## config.mk

```make
export PLATFORM = sky130hd
export DESIGN_NAME = load_store_unit
export DESIGN_NICKNAME = d
export VERILOG_FILES = /design/src/rtl/load_store_unit.sv
export SDC_FILE = /design/constraint.sdc
export NUM_CORES = 1
export LEC_CHECK = 0
export CELL_PAD_IN_SITES_DETAIL_PLACEMENT = 2
export CELL_PAD_IN_SITES_GLOBAL_PLACEMENT = 2
export CORE_ASPECT_RATIO = 0.5
export CORE_MARGIN = 4
export CORE_UTILIZATION = 32
export DETAILED_ROUTE_END_ITERATION = 8
export HOLD_SLACK_MARGIN = 0.08
export PLACE_DENSITY = 0.9
export SLEW_MARGIN = 20
export SYNTH_ARGS = -nofsm -noshare
export SYNTH_HDL_FRONTEND = slang
export SYNTH_SLANG_ARGS = --single-unit
export TNS_END_PERCENT = 5
```

## constraint.sdc

```tcl
create_clock -name clk -period 6.7 [get_ports clk]
set_input_delay 0.67 -clock clk [delete_from_list [all_inputs] [get_ports clk]]
set_output_delay 0.67 -clock clk [all_outputs]
set_load 0.005 [all_outputs]
```

## src/rtl/load_store_unit.sv

```systemverilog
// load_store_unit
//   Bridges the MEM pipeline stage and a word-organised data memory. One
//   load/store request is accepted at a time over a valid/ready handshake.
//   Byte addresses become a word address plus byte enables. Accesses that
//   cross a word boundary are split into two memory beats. Load data is
//   returned sign- or zero-extended. The memory read path is combinational,
//   and writes commit on the posedge that ends a beat.
//
// Ports
//   clk, rst                    clock, asynchronous active-low reset
//   req_valid/req_ready         request handshake
//   req_we, req_funct3          store flag, RV32I width/sign code
//   req_addr, req_wdata         byte address, store data
//   rsp_valid/rsp_ready         response handshake
//   rsp_rdata, rsp_err          extended load data, illegal-access flag
//   mem_addr, mem_wdata         word address, lane-shifted store data
//   mem_be, mem_we              byte-lane enables, write strobe
//   mem_rdata                   combinational read data for mem_addr
module load_store_unit #(
    parameter int ADDR_W           = 6,
    parameter bit ALLOW_MISALIGNED = 1'b1
) (
    input  logic              clk,
    input  logic              rst,
    input  logic              req_valid,
    output logic              req_ready,
    input  logic              req_we,
    input  logic [2:0]        req_funct3,
    input  logic [31:0]       req_addr,
    input  logic [31:0]       req_wdata,
    output logic              rsp_valid,
    input  logic              rsp_ready,
    output logic [31:0]       rsp_rdata,
    output logic              rsp_err,
    output logic [ADDR_W-1:0] mem_addr,
    output logic [31:0]       mem_wdata,
    output logic [3:0]        mem_be,
    output logic              mem_we,
    input  logic [31:0]       mem_rdata
);

    typedef enum logic [1:0] {IDLE, BEAT0, BEAT1, RESP} state_t;

    state_t            state, state_nxt;
    logic              we_q;
    logic              err_q;
    logic [2:0]        funct3_q;
    logic [ADDR_W+1:0] addr_q;
    logic [31:0]       wdata_q;
    logic [31:0]       lo_q, hi_q;

    // Only the word and byte-offset bits reach the memory. The upper
    // address bits are ignored.
    logic unused_addr_bits;
    assign unused_addr_bits = ^req_addr[31:ADDR_W+2];

    // A halfword at offset 3, or a word at any nonzero offset, spills into the next word.
    function automatic logic crosses(input logic [2:0] f3, input logic [1:0] off);
        return (f3[1:0] == 2'd1 && off == 2'd3) || (f3[1:0] == 2'd2 && off != 2'd0);
    endfunction

    function automatic logic legal(input logic we, input logic [2:0] f3);
        if (we) return f3 <= 3'd2;
        else    return f3 != 3'd3 && f3 != 3'd6 && f3 != 3'd7;
    endfunction

    logic accept, req_err;
    assign accept  = req_valid && (state == IDLE);
    // When splitting is disabled, "misaligned" means word-crossing. An
    // access that stays inside one word is always serviced.
    assign req_err = !legal(req_we, req_funct3) ||
                     (!ALLOW_MISALIGNED && crosses(req_funct3, req_addr[1:0]));

    // NOTE: state and registers update with <= so every flop samples
    // pre-edge values, regardless of the order of the blocks.
    always_ff @(posedge clk or negedge rst) begin
        if (!rst) begin
            state <= IDLE;
        end else begin
            state <= state_nxt;
        end
    end

    // NOTE: request and lane buffers are not reset. Every output that
    // exposes them is gated by state, and state itself is reset.
    always_ff @(posedge clk) begin
        if (accept) begin
            we_q     <= req_we;
            funct3_q <= req_funct3;
            addr_q   <= req_addr[ADDR_W+1:0];
            wdata_q  <= req_wdata;
            err_q    <= req_err;
        end
        if (state == BEAT0 && !we_q) lo_q <= mem_rdata;
        if (state == BEAT1 && !we_q) hi_q <= mem_rdata;
    end

    // Lane geometry of the latched request.
    logic [1:0]        off;
    logic [ADDR_W-1:0] word;
    logic [7:0]        be_base, be_full;
    logic [31:0]       wdata_lo, wdata_hi;
    logic [31:0]       ld_aligned, ld_ext;

    assign off  = addr_q[1:0];
    assign word = addr_q[ADDR_W+1:2];

    always_comb begin
        case (funct3_q[1:0])
            2'd0:    be_base = 8'b0000_0001;
            2'd1:    be_base = 8'b0000_0011;
            default: be_base = 8'b0000_1111;
        endcase
    end
    assign be_full  = be_base << off;
    assign wdata_lo = wdata_q << {off, 3'b000};
    // BEAT1 only occurs with off != 0, so the shift stays in the range 8..24.
    assign wdata_hi = wdata_q >> (6'd32 - {1'b0, off, 3'b000});

    assign ld_aligned = 32'({hi_q, lo_q} >> {off, 3'b000});
    always_comb begin
        case (funct3_q)
            3'd0:    ld_ext = {{24{ld_aligned[7]}},  ld_aligned[7:0]};
            3'd1:    ld_ext = {{16{ld_aligned[15]}}, ld_aligned[15:0]};
            3'd4:    ld_ext = {24'd0, ld_aligned[7:0]};
            3'd5:    ld_ext = {16'd0, ld_aligned[15:0]};
            default: ld_ext = ld_aligned;
        endcase
    end

    // NOTE: every signal gets a default before the case statement, so no
    // path through this block can infer a latch.
    always_comb begin
        state_nxt = state;
        req_ready = 1'b0;
        rsp_valid = 1'b0;
        rsp_err   = 1'b0;
        rsp_rdata = 32'd0;
        mem_addr  = '0;
        mem_wdata = 32'd0;
        mem_be    = 4'd0;
        mem_we    = 1'b0;
        case (state)
            IDLE: begin
                req_ready = 1'b1;
                if (req_valid) state_nxt = req_err ? RESP : BEAT0;
            end
            BEAT0: begin
                mem_addr = word;
                if (we_q) begin
                    mem_we    = 1'b1;
                    mem_be    = be_full[3:0];
                    mem_wdata = wdata_lo;
                end
                state_nxt = crosses(funct3_q, off) ? BEAT1 : RESP;
            end
            BEAT1: begin
                mem_addr = word + ADDR_W'(1);
                if (we_q) begin
                    mem_we    = 1'b1;
                    mem_be    = be_full[7:4];
                    mem_wdata = wdata_hi;
                end
                state_nxt = RESP;
            end
            RESP: begin
                rsp_valid = 1'b1;
                rsp_err   = err_q;
                if (!err_q && !we_q) rsp_rdata = ld_ext;
                if (rsp_ready) state_nxt = IDLE;
            end
            default: state_nxt = IDLE;
        endcase
    end

endmodule

```

Word level (Yosys, flattened, before mapping)
Cells that the tools add are included.
{"block": "op_classes", "n_addsub": 2, "shift": 4, "n_mux": 22, "eq_ne": 14, "order_cmp": 1, "reduce_logical": 18}
{"op": "$mux 32", "n": 4}
{"op": "$pmux 32 s4", "n": 1}
{"op": "$pmux 32 s2", "n": 1}
{"op": "$shr 64x5->32", "n": 1}
{"op": "$shl 32x5->32", "n": 1}
{"op": "$shr 32x6->32", "n": 1}
{"op": "$pmux 4 s2", "n": 2}
{"op": "$pmux 6 s2", "n": 1}
{"op": "$eq 2x2->1 const B", "n": 4}
{"op": "$logic_and 1x1->1", "n": 8}
{"op": "$mux 4", "n": 2}
{"op": "$pmux 2 s4", "n": 1}
{"op": "$shl 8x2->8", "n": 1}
{"op": "$mux 1", "n": 7}
{"op": "$add 6x1->6 const B", "n": 1}
{"op": "$eq 3x3->1 const B", "n": 2}
{"op": "$mux 2", "n": 3}
{"op": "$ne 3x3->1 const B", "n": 2}
{"op": "$sub 6x5->6 const A", "n": 1}
{"op": "$eq 2x1->1 const B", "n": 2}
{"op": "$logic_not 2->1", "n": 2}
{"op": "$ne 2x2->1 const B", "n": 2}
{"op": "$eq 3x1->1 const B", "n": 1}
{"op": "$le 3x2->1 const B", "n": 1}
{"op": "7 further kinds", "n": 9}
{"block": "totals", "output_inout_bits": 78, "in_bits": 104, "register_bits": 111, "word_cells": 69}

Longest topological paths before layout
{"block": "depth", "depth_word": 7, "depth_mapped": 10, "mapped_depth_nobuf": 6}

Worst setup path before layout
OpenSTA, ideal clock, no wires.
{"block": "synth_path", "kind": "register to output", "start": "register addr_q[0]", "end": "output port mem_wdata[17]", "stages_incl_launch_ff": 10, "arrival_time_ns": 2.334, "required_time_ns": 6.030, "path_buffers": 4, "setup_slack_ns": 3.696, "path_cell_list": "edfxtp_1 -> buf_2 -> inv_2 -> clkbuf_1 -> ha_1 -> clkbuf_1 -> nor3b_2 -> nand3_1 -> clkbuf_1 -> o22ai_1"}
{"block": "synth_between", "elab_chain_cells": 4, "word_cells_on_any_way": 6, "classes_between": "add/sub: 1; shift: 2; mux: 3"}
{"element": "start: declaration", "line_no": "48", "source": "logic [ADDR_W+1:0] addr_q;"}
{"element": "start signal: assignment", "line_no": "90", "source": "addr_q <= req_addr[ADDR_W+1:0];"}
{"element": "$sub 6x5->6", "line_no": "118", "source": "assign wdata_hi = wdata_q >> (6'd32 - {1'b0, off, 3'b000});"}
{"element": "$shr 32x6->32", "line_no": "118"}
{"element": "$mux 32", "line_no": "159", "source": "if (we_q) begin"}
{"element": "$pmux 32 s2 *", "line_no": "143", "source": "case (state)"}
{"element": "end: declaration", "line_no": "36", "source": "output logic [31:0] mem_wdata,"}
Every way passes the cells marked *; elsewhere a longest branch is shown, timed or not.

Final worst setup path
{"block": "layout_path", "start": "register addr_q[0]", "end": "output port mem_wdata[27]"}
Same word-level chain as after synthesis.

==> impl_metrics.tcl <==
set metrics [dict create \
    worstPathRequired_ns 6.03 \
    cts_hold_buffers 0 \
    reg2reg_from "addr_q[0]" \
    clk_latency_ns 0.36 \
    postCtsSetupRepairBufs 0 \
    p_leak_nw 2.73 \
    cts_sinks 103 \
    clockBufferDepth 2 \
    totalNegativeSetupSlack_ns 0 \
    synth_ff_type "edfxtp_1" \
    synth-adder-area-share_pct 1.50 \
    nNetsFinal 762 \
    synth_top_family_by_area "compound AO/OA/AOI/OAI gates" \
    synth-compound-area-share_pct 18.1 \
    start_util_pct 33.1 \
    power_mw 2.52 \
    drc 0 \
    critPathArrivalTime_ns 4.57 \
    ys_ff_latch 103 \
    antenna_found_initial 0 \
    reg2reg_depth 6 \
    grt_max_degree 93 \
    synth_cells 521 \
    max_slew_margin_pct 26.9 \
    die_w_um 199 \
    yosysTopAreaCellShare_pct 51.9 \
    first_iter_violations 321 \
    drv_slew 0 \
    grt_util_all_layers_pct 20.1 \
    power_per_cell_area_mw_per_mm2 320 \
    die_area_sq_mm 0.0206 \
    dpl_worst_slack_ns 1.93 \
    max_freq_mhz 191 \
    setup_viol 0 \
    vdd_drop_max_v 0.000146 \
    syn_nets 632 \
    r2r_end "state[0]" \
    fillers 1802 \
    num_rows 34 \
    num_antenna_cells 0 \
    rsz0062_at_grt "no" \
    synth_largest_area_cell "edfxtp_1" \
    root_buffer "clkbuf_16" \
    grt_pass1_wl_um 32200 \
    final_antenna_net_count 0 \
    vias_per_cell 5.49 \
    hpwl_um 14700 \
    synthDistinctLibCells 46 \
    cap_violations 0 \
    drive_gt1_share_pct 5.79 \
    yosysSeqAreaShare_pct 52.8 \
    synthMuxAreaShare_pct 13.0 \
    num_vias 4888 \
    core-area_sq_mm 0.0177 \
    wl_per_cell_um 23.7 \
    dieHeight_um 104 \
    criticalPathCategory "flop to primary output" \
    hold_viol 0 \
    fin_crit_ns 5.24 \
    cts_tree "built" \
    port_buffers 157 \
    synth_area_leaders "edfxtp_1, mux2i_1, a21oi_1, nor2_1, mux2_1" \
    synth_edf_count 101 \
    first_pass_iters 5 \
    io_pins 182 \
    synth_warnings 0 \
    async_flop_share_pct 1.94 \
    multi_input_area_sq_mm 0.00254 \
    r2r_slack_ns 4.34 \
    gp_congestion 0.816 \
    worstHoldPathType "primary input to async pin" \
    synth.avg_cell_area_sq_um 11.2 \
    critPathMaxFanout 36 \
    path_clk_slew_ns 0.09 \
    crit_path_end_kind "primary output" \
    synthesis.area_sq_mm 0.00584 \
    utilization_pct 44.5 \
    synth-simple-area-share_pct 10.1 \
    yosys.area_share.xor_xnor_pct 0.600 \
    worst_slack_ns 1.46 \
    start_kind "flop" \
    numCtsBuffers 9 \
    post-synth-top-count-cell "edfxtp_1" \
    finClkSkew_ns 0.0137 \
    outcome "completed" \
    grt_overflow 0 \
    tightest_slew_ns 1.10 \
    netlist_top_cells_count "edfxtp_1, nor2_1, a21oi_1" \
    synthToLayoutAreaGrowth_pct 34.5 \
    grt_pass1_vias 5445 \
    wl_um 21100 \
    regArea_sq_mm 0.00308 \
    htree_levels 3 \
    min_period_over_period_pct 78.1 \
    cts_repair_resize_count 0 \
]
## worst max-delay path by stage
stage,startpoint,end,slack [ns],cells after the start
3_3_place_gp,addr_q[0],mem_wdata[31],2.16,7
3_5_place_dp,addr_q[0],mem_wdata[26],1.93,7
6_report,addr_q[0],mem_wdata[27],1.46,7
5_1_grt,addr_q[0],mem_wdata[26],1.34,7
2_1_floorplan,addr_q[0],mem_wdata[17],3.70,9
4_1_cts,addr_q[0],mem_wdata[27],1.52,7
## critical path: stages (launching register included)
cell	delay, ns
edfxtp_1	0.44
inv_2	0.58
ha_1	0.59
nor3b_2	0.59
nand3_1	0.69
nor2_1	0.55
o2bb2ai_1	0.17
clkdlybuf4s50_1	0.58
## power by group
group          total [mW]  switching [mW]  internal (mW)  leakage [nW]
sequential          0.952          0.0893          0.862         0.954
clock               0.545           0.277          0.267         0.149
combinational        1.02           0.585          0.436          1.62
## area by class of cell
type	count	share of cell area, %
clock buffer	9	2.87
sequential	103	39.2
inverter	11	0.526
tap	234	3.73
multi-input combinational	366	32.3
clock inverter	7	1.00
timing repair buffer	160	20.3
## cells in the final DEF (no fill, tap or decap), types with 2 or more instances in the layout
master	count
a211oi_1	14
a21o_1	4
a21oi_1	55
a21oi_2	8
a222oi_1	4
a22o_1	6
a22oi_1	9
a2bb2oi_1	2
and2_1	2
buf_4	3
clkbuf_16	9
clkdlybuf4s50_1	157
clkinv_8	2
dfrtp_1	2
edfxtp_1	101
ha_1	7
inv_1	7
inv_2	4
inv_6	4
mux2_1	17
mux2_2	2
mux2i_1	53
nand2_1	13
nand2b_1	6
nand3_1	8
nor2_1	58
nor2b_1	18
nor3_1	3
o21ai_0	2
o21ai_1	20
o22a_1	11
o22ai_1	12
o2bb2ai_1	8
o31ai_1	3
or3b_1	4
xnor2_1	3
## registers in the layout, summed over array words and instances (netlist names)
name / flops
we_q: 1
state: 2
wdata_q: 32
err_q: 1
hi_q: 24
funct3_q: 3
addr_q: 8
lo_q: 32
## metal layers
layer	vias up	GRT usage, %	routed length [um]
met3	29	3.86	770
li1	2244	-	-
met4	0	5.80	444
met2	118	36.4	11200
met1	2497	24.2	8650
met5	-	0	0
## cell families after synthesis
kind of cell,after synthesis
muxes,73
DFF,103
and+or+nand+nor,121
buffers and inverters,52
adders and majority gates,7
AOI/OAI and AO/OA,161
xor gates and xnor gates,4
## metrics by stage
stage	area (sq um)	hold WS, ns	std cells
after floorplan	5840	0.374	521
after global placement	7550	0.526	874
after detailed placement	7550	0.612	874
after CTS	7860	0.480	890
after global routing	7860	0.475	890
final	7860	0.494	890
No activity file was read; power rests on OpenSTA's default activity.
